==> src/rtl/zrle_pkg.sv <==
// Shared ZRLE constants and state encoding, used by both the code buffer
// (compression side) and the code unpacker (decompression side).
package zrle_pkg;

  localparam int WORD_W     = 64;
  localparam int WIN_W      = 68;
  localparam int BUF_W      = 144;
  localparam int MAX_WORDS  = 8;
  localparam int RAW_SIZE   = 513;
  localparam int SIZE_W     = 11;

  localparam int CNT_W      = 8;
  localparam int REM_W      = 10;
  localparam int GOT_W      = 4;
  localparam int BITS_W     = 7;
  localparam int WORD_SH    = $clog2(WORD_W);
  localparam int FILL_LIMIT = BUF_W - WORD_W;
  localparam int BLOCK_BITS = MAX_WORDS * WORD_W;

  typedef enum logic {
    IDLE = 1'b0,
    RUN  = 1'b1
  } state_t;

endpackage

==> src/rtl/zrle_bitbuf.sv <==
// MSB-aligned bit buffer: drops consumed bits off the top and appends a new
// word directly below the bits still held, all in one cycle.
module zrle_bitbuf
  import zrle_pkg::*;
(
  input  logic              clk,
  input  logic              rst_n,
  input  logic [BITS_W-1:0] shift,
  input  logic              load,
  input  logic [WORD_W-1:0] word,
  input  logic              clear,
  output logic [WIN_W-1:0]  win,
  output logic [CNT_W-1:0]  cnt
);

  logic [BUF_W-1:0] bits;
  logic [BUF_W-1:0] shifted;
  logic [BUF_W-1:0] placed;
  logic [BUF_W-1:0] bits_n;
  logic [CNT_W-1:0] cnt_s;
  logic [CNT_W-1:0] cnt_n;

  always_comb begin
    shifted = bits << shift;
    cnt_s   = cnt - CNT_W'(shift);
    // The word lands right below the bits still valid after this cycle's shift.
    placed  = {word, {(BUF_W - WORD_W){1'b0}}} >> cnt_s;
    bits_n  = load ? (shifted | placed) : shifted;
    cnt_n   = load ? (cnt_s + CNT_W'(WORD_W)) : cnt_s;
    if (clear) begin
      bits_n = '0;
      cnt_n  = '0;
    end
  end

  always_ff @(posedge clk or negedge rst_n) begin
    if (!rst_n) begin
      bits <= '0;
      cnt  <= '0;
    end else begin
      bits <= bits_n;
      cnt  <= cnt_n;
    end
  end

  assign win = bits[BUF_W-1 -: WIN_W];

endmodule

==> src/rtl/zrle_code_unpack.sv <==
// ZRLE code unpacker: takes a block size plus packed 64-bit code words and
// serves an MSB-aligned bit window to a variable-rate symbol decoder.
module zrle_code_unpack
  import zrle_pkg::*;
(
  input  logic              clk,
  input  logic              rst_n,
  input  logic [SIZE_W-1:0] size_i,
  input  logic              size_valid_i,
  output logic              size_ready_o,
  input  logic [WORD_W-1:0] data_i,
  input  logic              d_valid_i,
  output logic              d_ready_o,
  output logic [WIN_W-1:0]  win_o,
  output logic [BITS_W-1:0] win_bits_o,
  output logic              win_valid_o,
  output logic              raw_o,
  input  logic [BITS_W-1:0] consume_i,
  input  logic              consume_valid_i,
  output logic              done_o,
  output logic              err_o
);

  function automatic logic [REM_W-1:0] clamp_min(input logic [REM_W-1:0] a,
                                                 input logic [REM_W-1:0] b);
    return (a < b) ? a : b;
  endfunction

  state_t            state, state_n;
  logic [REM_W-1:0]  rem_bits, rem_n;
  logic [GOT_W-1:0]  words_got, got_n;
  logic [GOT_W-1:0]  words_need, need_n;
  logic              raw, raw_n;
  logic              done, done_n;
  logic              err;
  logic              alive;

  logic [WIN_W-1:0]  buf_win;
  logic [CNT_W-1:0]  buf_cnt;

  logic [REM_W-1:0]  cnt_ext;
  logic [REM_W-1:0]  avail_lim;
  logic [REM_W-1:0]  need_lim;
  logic [REM_W-1:0]  size_rem;
  logic [BITS_W-1:0] win_bits;
  logic [BITS_W-1:0] consume_lim;
  logic [BITS_W-1:0] shift;
  logic [WIN_W-1:0]  win_mask;
  logic              win_valid;
  logic              d_ready;
  logic              size_ready;
  logic              over;
  logic              take;
  logic              accept;
  logic              size_acc;
  logic              last;
  logic              err_set;

  always_comb begin
    cnt_ext     = REM_W'(buf_cnt);
    avail_lim   = clamp_min(clamp_min(cnt_ext, rem_bits), REM_W'(WIN_W));
    win_bits    = avail_lim[BITS_W-1:0];
    need_lim    = clamp_min(rem_bits, REM_W'(WIN_W));
    win_valid   = (state == RUN) && (rem_bits != '0) && (cnt_ext >= need_lim);
    // Fetch depends only on registered state so it never loops through consume_i.
    d_ready     = (state == RUN) && (buf_cnt <= CNT_W'(FILL_LIMIT)) &&
                  (words_got < words_need);
    size_ready  = (state == IDLE) && alive;
    over        = consume_i > win_bits;
    consume_lim = over ? win_bits : consume_i;
    take        = consume_valid_i && win_valid;
    shift       = take ? consume_lim : '0;
    accept      = d_valid_i && d_ready;
    size_acc    = size_valid_i && size_ready;
    last        = take && (REM_W'(shift) == rem_bits);
    err_set     = consume_valid_i && (!win_valid || over);
    size_rem    = (size_i >= SIZE_W'(RAW_SIZE)) ? REM_W'(BLOCK_BITS)
                                                : size_i[REM_W-1:0];
    // Pad bits of the final word stay in the buffer but never reach the window.
    win_mask    = ~({WIN_W{1'b1}} >> win_bits);
  end

  always_comb begin
    state_n = state;
    rem_n   = rem_bits - REM_W'(shift);
    got_n   = words_got + GOT_W'(accept);
    need_n  = words_need;
    raw_n   = raw;
    done_n  = 1'b0;
    case (state)
      IDLE: begin
        if (size_acc) begin
          rem_n  = size_rem;
          need_n = GOT_W'((size_rem + REM_W'(WORD_W - 1)) >> WORD_SH);
          raw_n  = (size_i >= SIZE_W'(RAW_SIZE));
          got_n  = '0;
          if (size_rem == '0) begin
            done_n = 1'b1;
            raw_n  = 1'b0;
          end else begin
            state_n = RUN;
          end
        end
      end
      RUN: begin
        if (last) begin
          state_n = IDLE;
          rem_n   = '0;
          got_n   = '0;
          raw_n   = 1'b0;
          done_n  = 1'b1;
        end
      end
      default: state_n = IDLE;
    endcase
  end

  always_ff @(posedge clk or negedge rst_n) begin
    if (!rst_n) begin
      state      <= IDLE;
      rem_bits   <= '0;
      words_got  <= '0;
      words_need <= '0;
      raw        <= 1'b0;
      done       <= 1'b0;
      err        <= 1'b0;
      alive      <= 1'b0;
    end else begin
      state      <= state_n;
      rem_bits   <= rem_n;
      words_got  <= got_n;
      words_need <= need_n;
      raw        <= raw_n;
      done       <= done_n;
      alive      <= 1'b1;
      if (err_set) begin
        err <= 1'b1;
      end
    end
  end

  zrle_bitbuf u_bitbuf (
    .clk   (clk),
    .rst_n (rst_n),
    .shift (shift),
    .load  (accept),
    .word  (data_i),
    .clear (last),
    .win   (buf_win),
    .cnt   (buf_cnt)
  );

  assign size_ready_o = size_ready;
  assign d_ready_o    = d_ready;
  assign win_o        = buf_win & win_mask;
  assign win_bits_o   = win_bits;
  assign win_valid_o  = win_valid;
  assign raw_o        = raw;
  assign done_o       = done;
  assign err_o        = err;

endmodule

==> config.mk <==
export PLATFORM = sky130hd
export DESIGN_NAME = zrle_code_unpack
export DESIGN_NICKNAME = d
export VERILOG_FILES = /design/src/rtl/zrle_pkg.sv /design/src/rtl/zrle_bitbuf.sv /design/src/rtl/zrle_code_unpack.sv
export SDC_FILE = /design/constraint.sdc
export NUM_CORES = 1
export LEC_CHECK = 0
export CAP_MARGIN = 25
export CELL_PAD_IN_SITES_DETAIL_PLACEMENT = 1
export CELL_PAD_IN_SITES_GLOBAL_PLACEMENT = 2
export CORE_MARGIN = 3
export CORE_UTILIZATION = 29
export CTS_BUF_LIST = sky130_fd_sc_hd__clkbuf_8
export CTS_CLUSTER_SIZE = 24
export DETAILED_ROUTE_END_ITERATION = 8
export PLACE_DENSITY = 0.73
export SLEW_MARGIN = 20
export SYNTH_ARGS = -nofsm -noshare
export SYNTH_HDL_FRONTEND = slang
export SYNTH_SLANG_ARGS = --single-unit
==> constraint.sdc <==
create_clock -name clk -period 10.1 [get_ports clk]
set_input_delay 1.515 -clock clk [delete_from_list [all_inputs] [get_ports clk]]
set_output_delay 1.515 -clock clk [all_outputs]
set_load 0.02 [all_outputs]
**After elaboration in Yosys (flattened, before gate mapping)**

Index checks and enable logic that the tools add are counted.

- $add $sub $neg: 5
- Magnitude comparators: 8
- Eq/ne operators: 3
- Shifts and indexed selects: 3
- Multiplexer cells: 28
- Bitwise gates (word level): 4
- Reductions and logical operators: 16

Operators with widths:

| operator | number |
|---|---|
| two-way mux 144 bit | 2 |
| bitwise OR 144 bit | 1 |
| left shift 144 x 7 -> 144 bit | 1 |
| right shift 144 x 8 -> 144 bit | 1 |
| bitwise AND 68 bit | 1 |
| inverter 68 bit | 1 |
| right shift 68 x 7 -> 68 bit (first input constant) | 1 |
| two-way mux 10 bit | 5 |
| two-way mux 7 bit | 3 |
| < comparator 10 x 7 -> 1 bit (second input constant) | 2 |
| one-hot mux 10 bit (2 select lines) | 1 |
| two-way mux 8 bit | 2 |
| >= comparator 11 x 10 -> 1 bit (second input constant) | 1 |
| adder 10 x 6 -> 10 bit (second input constant) | 1 |
| == test 7 x 10 -> 1 bit | 1 |
| >= comparator 8 x 10 -> 1 bit | 1 |
| logical AND 1 bit | 10 |
| zero test 10 bit | 1 |
| < comparator 8 x 10 -> 1 bit | 1 |
| nonzero test 10 bit | 1 |
| subtractor 10 x 7 -> 10 bit | 1 |
| two-way mux 1 bit | 9 |
| adder 8 x 7 -> 8 bit (second input constant) | 1 |
| <= comparator 8 x 7 -> 1 bit (second input constant) | 1 |
| 13 further kinds | 17 |

- Bits in registers: 175
- Input port bits: 87
- Output and inout port bits: 81

**Logic depth before layout (Yosys ltp)**

- Depth after elaboration: 12
- Depth in mapped cells: 40
- Depth with buffers taken out: 31

**Modules after synthesis**

A second synthesis with hierarchy kept.

- Cell total of the unflattened synthesis: 3406
- Area, all modules: 28073.2 µm²

By module, submodules not included:

| module | times used | cells an instance | area each (µm²) | seq. area each (µm²) |
|---|---|---|---|---|
| zrle_bitbuf | 1 | 2839 | 24065.6 | 3803.6 |
| zrle_code_unpack | 1 | 567 | 4007.6 | 575.6 |

**Worst setup path after synthesis**

OpenSTA, ideal clock, no wires.

- Kind: reg-to-reg
- From: register rem_bits[7]
- To: register u_bitbuf.bits[65]
- Arrival: 7.565 ns
- Data required time: 9.968 ns
- Path slack: 2.403 ns
- Stages on the path, launching flop included: 33
- Path buffers: 10
- Cell sequence: dfrtp_1 inv_1 ha_1 nand3_2 o31a_1 a21oi_4 clkbuf_1 clkbuf_1 nor2_1 inv_1 ha_1 o21ai_0 a21oi_1 o211a_1 buf_2 buf_2 a211oi_2 buf_2 buf_2 buf_1 buf_1 fa_1 xor2_1 clkbuf_1 buf_1 mux2i_1 nand2_1 a31oi_1 a21oi_1 a22oi_1 nor2_1 a221oi_1 nor2_1

- Word-level cells in the longest chain between the ends: 12
- Elaborated cells between the ends (all ways): 22

RTL lines:

| what | RTL line | RTL |
|---|---|---|
| start, declared | zrle_code_unpack.sv:30 | `logic [REM_W-1:0] rem_bits, rem_n;` |
| start signal, assigned | zrle_code_unpack.sv:130 | `rem_bits <= rem_n;` |
| < comparator 8 x 10 -> 1 bit | zrle_code_unpack.sv:26 | `return (a < b) ? a : b;` |
| two-way mux 10 bit * | zrle_code_unpack.sv:26 |  |
| < comparator 10 x 7 -> 1 bit | zrle_code_unpack.sv:26 |  |
| two-way mux 7 bit * | zrle_code_unpack.sv:26 |  |
| net win_bits_o[2] | zrle_code_unpack.sv:15 | `output logic [BITS_W-1:0] win_bits_o,` |
| greater-than comparator 7 bit | zrle_code_unpack.sv:69 | `over = consume_i > win_bits;` |
| two-way mux 7 bit * | zrle_code_unpack.sv:70 | `consume_lim = over ? win_bits : consume_i;` |
| two-way mux 7 bit * | zrle_code_unpack.sv:72 | `shift = take ? consume_lim : '0;` |
| subtractor 8 x 7 -> 8 bit | zrle_bitbuf.sv:25 | `cnt_s = cnt - CNT_W'(shift);` |
| right shift 144 x 8 -> 144 bit | zrle_bitbuf.sv:27 | `placed = {word, {(BUF_W - WORD_W){1'b0}}} >> cnt_s;` |
| bitwise OR 144 bit | zrle_bitbuf.sv:28 | `bits_n = load ? (shifted \| placed) : shifted;` |
| two-way mux 144 bit | zrle_bitbuf.sv:28 |  |
| two-way mux 144 bit * | zrle_bitbuf.sv:30 | `if (clear) begin` |
| net u_bitbuf.bits_n[65] | zrle_bitbuf.sv:19 | `logic [BUF_W-1:0] bits_n;` |
| end signal, assigned | zrle_bitbuf.sv:41 | `bits <= bits_n;` |
| end, declared | zrle_bitbuf.sv:16 | `logic [BUF_W-1:0] bits;` |

Mark *: on every way through the listed nets, which the timed path passes. The rest lies on a longest branch.
A chain may end at the register's enable or synchronous reset.

**Worst setup path in the final report**

- From: register u_bitbuf.cnt[7]
- To: register u_bitbuf.bits[17]

- Word-level cells in the longest chain between the ends: 12
- Elaborated cells between the ends (all ways): 22

RTL lines:

| what | RTL line | RTL |
|---|---|---|
| start, declared | zrle_bitbuf.sv:13 | `output logic [CNT_W-1:0] cnt` |
| start signal, assigned | zrle_bitbuf.sv:42 | `cnt <= cnt_n;` |
| < comparator 8 x 10 -> 1 bit | zrle_code_unpack.sv:26 |  |
| two-way mux 10 bit | zrle_code_unpack.sv:26 |  |
| < comparator 10 x 7 -> 1 bit | zrle_code_unpack.sv:26 |  |
| two-way mux 7 bit | zrle_code_unpack.sv:26 |  |
| greater-than comparator 7 bit | zrle_code_unpack.sv:69 |  |
| two-way mux 7 bit | zrle_code_unpack.sv:70 |  |
| two-way mux 7 bit | zrle_code_unpack.sv:72 |  |
| subtractor 8 x 7 -> 8 bit | zrle_bitbuf.sv:25 |  |
| right shift 144 x 8 -> 144 bit | zrle_bitbuf.sv:27 |  |
| bitwise OR 144 bit | zrle_bitbuf.sv:28 |  |
| two-way mux 144 bit | zrle_bitbuf.sv:28 |  |
| two-way mux 144 bit * | zrle_bitbuf.sv:30 |  |
| net u_bitbuf.bits_n[17] | zrle_bitbuf.sv:19 |  |

Marked as above.

==> run_results.csv <==
group,metric,value,unit
drt,dr_total_vias,35627,
clock_tree,clockBufferDepth,2,
clock_tree,h-tree-depth,4,
final_layout,syn_to_final_growth,13.06,%
timing,min_period,9.462,ns
setup_path,r2r-start,"u_bitbuf.cnt[7]$_DFF_PN0_",
hold_path,hold_path_class,"flip-flop to flip-flop",
flow_run,maxCapViolations,0,
logic_synthesis,yosysWarnings,0,
timing,worst_pin_slew,1.165,ns
setup_path,slowest_stage,"fa_2",
timing,maxSlewViolCount,0,
drt,wl_per_cell,40.03,um
timing,rsz0062_at_grt,"false",
timing,fmax,0.1057,GHz
logic_synthesis,netlist_area,27530,sq um
logic_synthesis,ys_seq_area_frac,0.1591,
logic_synthesis,synth_edf_count,0,
setup_path,cp.arrival,9.94,ns
drt,drt_iter0_drc,5399,
final_layout,fill_cells,11474,
setup_path,critPathRequiredTime,10.57,ns
die,die_h,314.1,um
die,die_width,314.1,um
setup_path,critical_path_buf_inv_count,5,
die,rows,112,
logic_synthesis,synth.most_common_cell,"nand2_1",
timing,period_share,0.9368,
setup_path,max_stage_delay,1.08,ns
logic_synthesis,synth.top_cell.area_share,0.1591,
setup_path,worstSetupStartpoint,"u_bitbuf.cnt[7]$_DFF_PN0_",
global_routing,busiest_layer,"met2",
clock_tree,clk_pin_slew_worst_paths,0.11,ns
setup_path,crit_end,"u_bitbuf.bits[17]$_DFF_PN0_",
logic_synthesis,synth_area_leaders,"dfrtp_1 16%, mux2i_1 9.8%, nand2_1 6.9%, a21oi_1 5.5%, nor2_1 5.0%",
drt,ant_nets,0,
logic_synthesis,ys.flop_type,"dfrtp_1",
setup_path,critPathTopFamily,"compound AO/OA/AOI/OAI gates",
setup_path,cp_common_cell,"a21oi_1",
global_routing,met2_usage,0.5852,
global_routing,grt_usage,0.3975,
global_routing,met1_usage,0.5135,
drt,firstDrtPassIters,8,
logic_synthesis,yosys.area.top_type,"dfrtp_1",
final_layout,nets,3940,
timing,finalHoldViolations,0,
placed_design,port_buffers,167,
clock_tree,insertion_delay,0.62,ns
logic_synthesis,avgSynthCellArea,7.155,sq um
drt,drc,0,
final_layout,multiInputGateArea,21680,sq um
clock_tree,ctsResizeCount,0,
setup_path,reg2reg_setup_slack,0.64,ns
drt,wl,203.5,mm
timing,setup_tns,0,ns
global_routing,antenna_found_initial,13,
global_routing,grt_pass1_vias,34534,
logic_synthesis,async_reset_ff_frac,1.000,
timing,clock_skew,0.04083,ns
final_layout,layout-drive-gt1-share,0.09288,
timing,finalSetupViolCount,0,
outcome,status,"finished, final reports clean",
logic_synthesis,yosys-top-cells-count,"503 x nand2_1, 369 x nor2_1, 303 x a21oi_1",
placed_design,post-dp-hpwl,157.2,mm
die,initial_core_util,0.2937,
setup_path,critPathKind,"flip-flop to flip-flop",
timing,maxSlewHeadroom,0.2013,
setup_path,cp_max_fo,37,
logic_synthesis,ys_seq_elements,175,
clock_tree,numCtsBuffers,17,
logic_synthesis,syn_inst,3848,
clock_tree,cts_tree,"yes",
placed_design,gp_congestion,1.099,
clock_tree,cts-root-buf,"clkbuf_8",
clock_tree,ctsHoldBuffers,0,
setup_path,reg2reg_depth,30,
setup_path,end_kind,"flip-flop",
clock_tree,numClockSinks,175,
setup_path,rr_endpoint,"u_bitbuf.bits[17]$_DFF_PN0_",
setup_path,crit_cells,30,
global_routing,grt_pass1_wl,280.2,mm
setup_path,start_kind,"flip-flop",
die,ios,168,
global_routing,globalRouteOverflowTotal,0,
global_routing,grt_max_degree,125,
die,coreArea,93750,sq um
global_routing,grt_use_met3,0.1051,
clock_tree,cts_setup_buffers,0,
logic_synthesis,synth_cell_type_count,98,
die,dieArea,98670,sq um
final_layout,register_area,4379,sq um
drt,viasPerCell,7.008,
-- through the flow --
step	utilization	instances	hold slack (ns)	cell area (sq um)	setup slack, ns
after floorplan	-	3849	0.4485	27540	2.403
after global placement	0.3266	5036	0.4387	30620	1.063
after detailed placement	0.3270	5040	0.4502	30660	1.051
after CTS	0.3313	5072	0.4754	31060	0.9734
after global routing	0.3319	5077	0.5104	31110	0.3419
final	0.3320	5084	0.4722	31130	0.6381
-- placed cells by master, fill, tap and decap left out, types with 20 or more instances in the layout --
cell type and count:
o21ai_0 269, dfrtp_1 175, a21o_1 20, and3_1 112
nand3_1 149, ha_1 41, clkdlybuf4s50_1 166, a21boi_0 30
a22oi_1 131, o21a_1 21, a21oi_1 303, a221oi_1 24
nor2b_1 23, a211oi_1 106, o311a_1 49, and2_1 41
mux2_2 51, nand4_1 32, nor3_1 50, a31oi_1 34
nor2_1 361, mux2i_1 269, a32oi_1 51, o211ai_1 59
mux4_2 51, a22o_1 67, o22ai_1 96, buf_4 126
inv_1 32, nand2_1 501
-- worst min path at each step --
stage | startpoint | to | slack, ns | depth (start not counted)
2_1_floorplan | words_need[1]$_DFFE_PN0P_ | words_need[1]$_DFFE_PN0P_ | 0.45 | 2
3_3_place_gp | err_o$_DFFE_PN0P_ | err_o$_DFFE_PN0P_ | 0.44 | 1
3_5_place_dp | err_o$_DFFE_PN0P_ | err_o$_DFFE_PN0P_ | 0.45 | 1
4_1_cts | err_o$_DFFE_PN0P_ | err_o$_DFFE_PN0P_ | 0.48 | 1
5_1_grt | err_o$_DFFE_PN0P_ | err_o$_DFFE_PN0P_ | 0.51 | 1
6_report | err_o$_DFFE_PN0P_ | err_o$_DFFE_PN0P_ | 0.47 | 1
-- metal layers --
| layer | vias up | share of wire | routed length (um) |
|---|---|---|---|
| met5 | - | 0.00034 | 69 |
| met4 | 6 | 0.078 | 15930 |
| met3 | 575 | 0.11 | 22280 |
| met2 | 2500 | 0.42 | 84870 |
| met1 | 17891 | 0.39 | 80360 |
| li1 | 14655 | - | - |
-- state kept, by name, summed over array words and instances (netlist names), 4 cells and up --
| signal | cells |
|---|---|
| rem_bits | 10 |
| u_bitbuf.cnt | 8 |
| words_got | 4 |
| words_need | 4 |
| u_bitbuf.bits | 144 |
-- kinds of logic (layout without fill, tap and decap cells) --
kind of cell / Yosys count / in the layout / share of synthesized area
AOI/OAI and AO/OA: 1474 / 1474 / 0.3680
and+or+nand+nor: 1346 / 1346 / 0.2196
buffers and inverters: 410 / 383 / 0.06349
muxes: 373 / 373 / 0.1613
DFF: 175 / 175 / 0.1591
adders and majority gates: 44 / 44 / 0.02054
xor gates and xnor gates: 25 / 25 / 0.007953
other: 1 / 10 / 0.0001362
-- layout make-up --
cell class	count	area share
multi-input cells	3264	0.6965
flip-flops and latches	175	0.1407
inverters	40	0.005185
clock inverters	14	0.004904
well taps	1254	0.05040
repair buffers	311	0.09369
diodes	8	0.0006431
clock buffers	18	0.007959
Power is not shown: default switching activity piles up to over one toggle a cycle in this logic, so the estimate is an artifact.
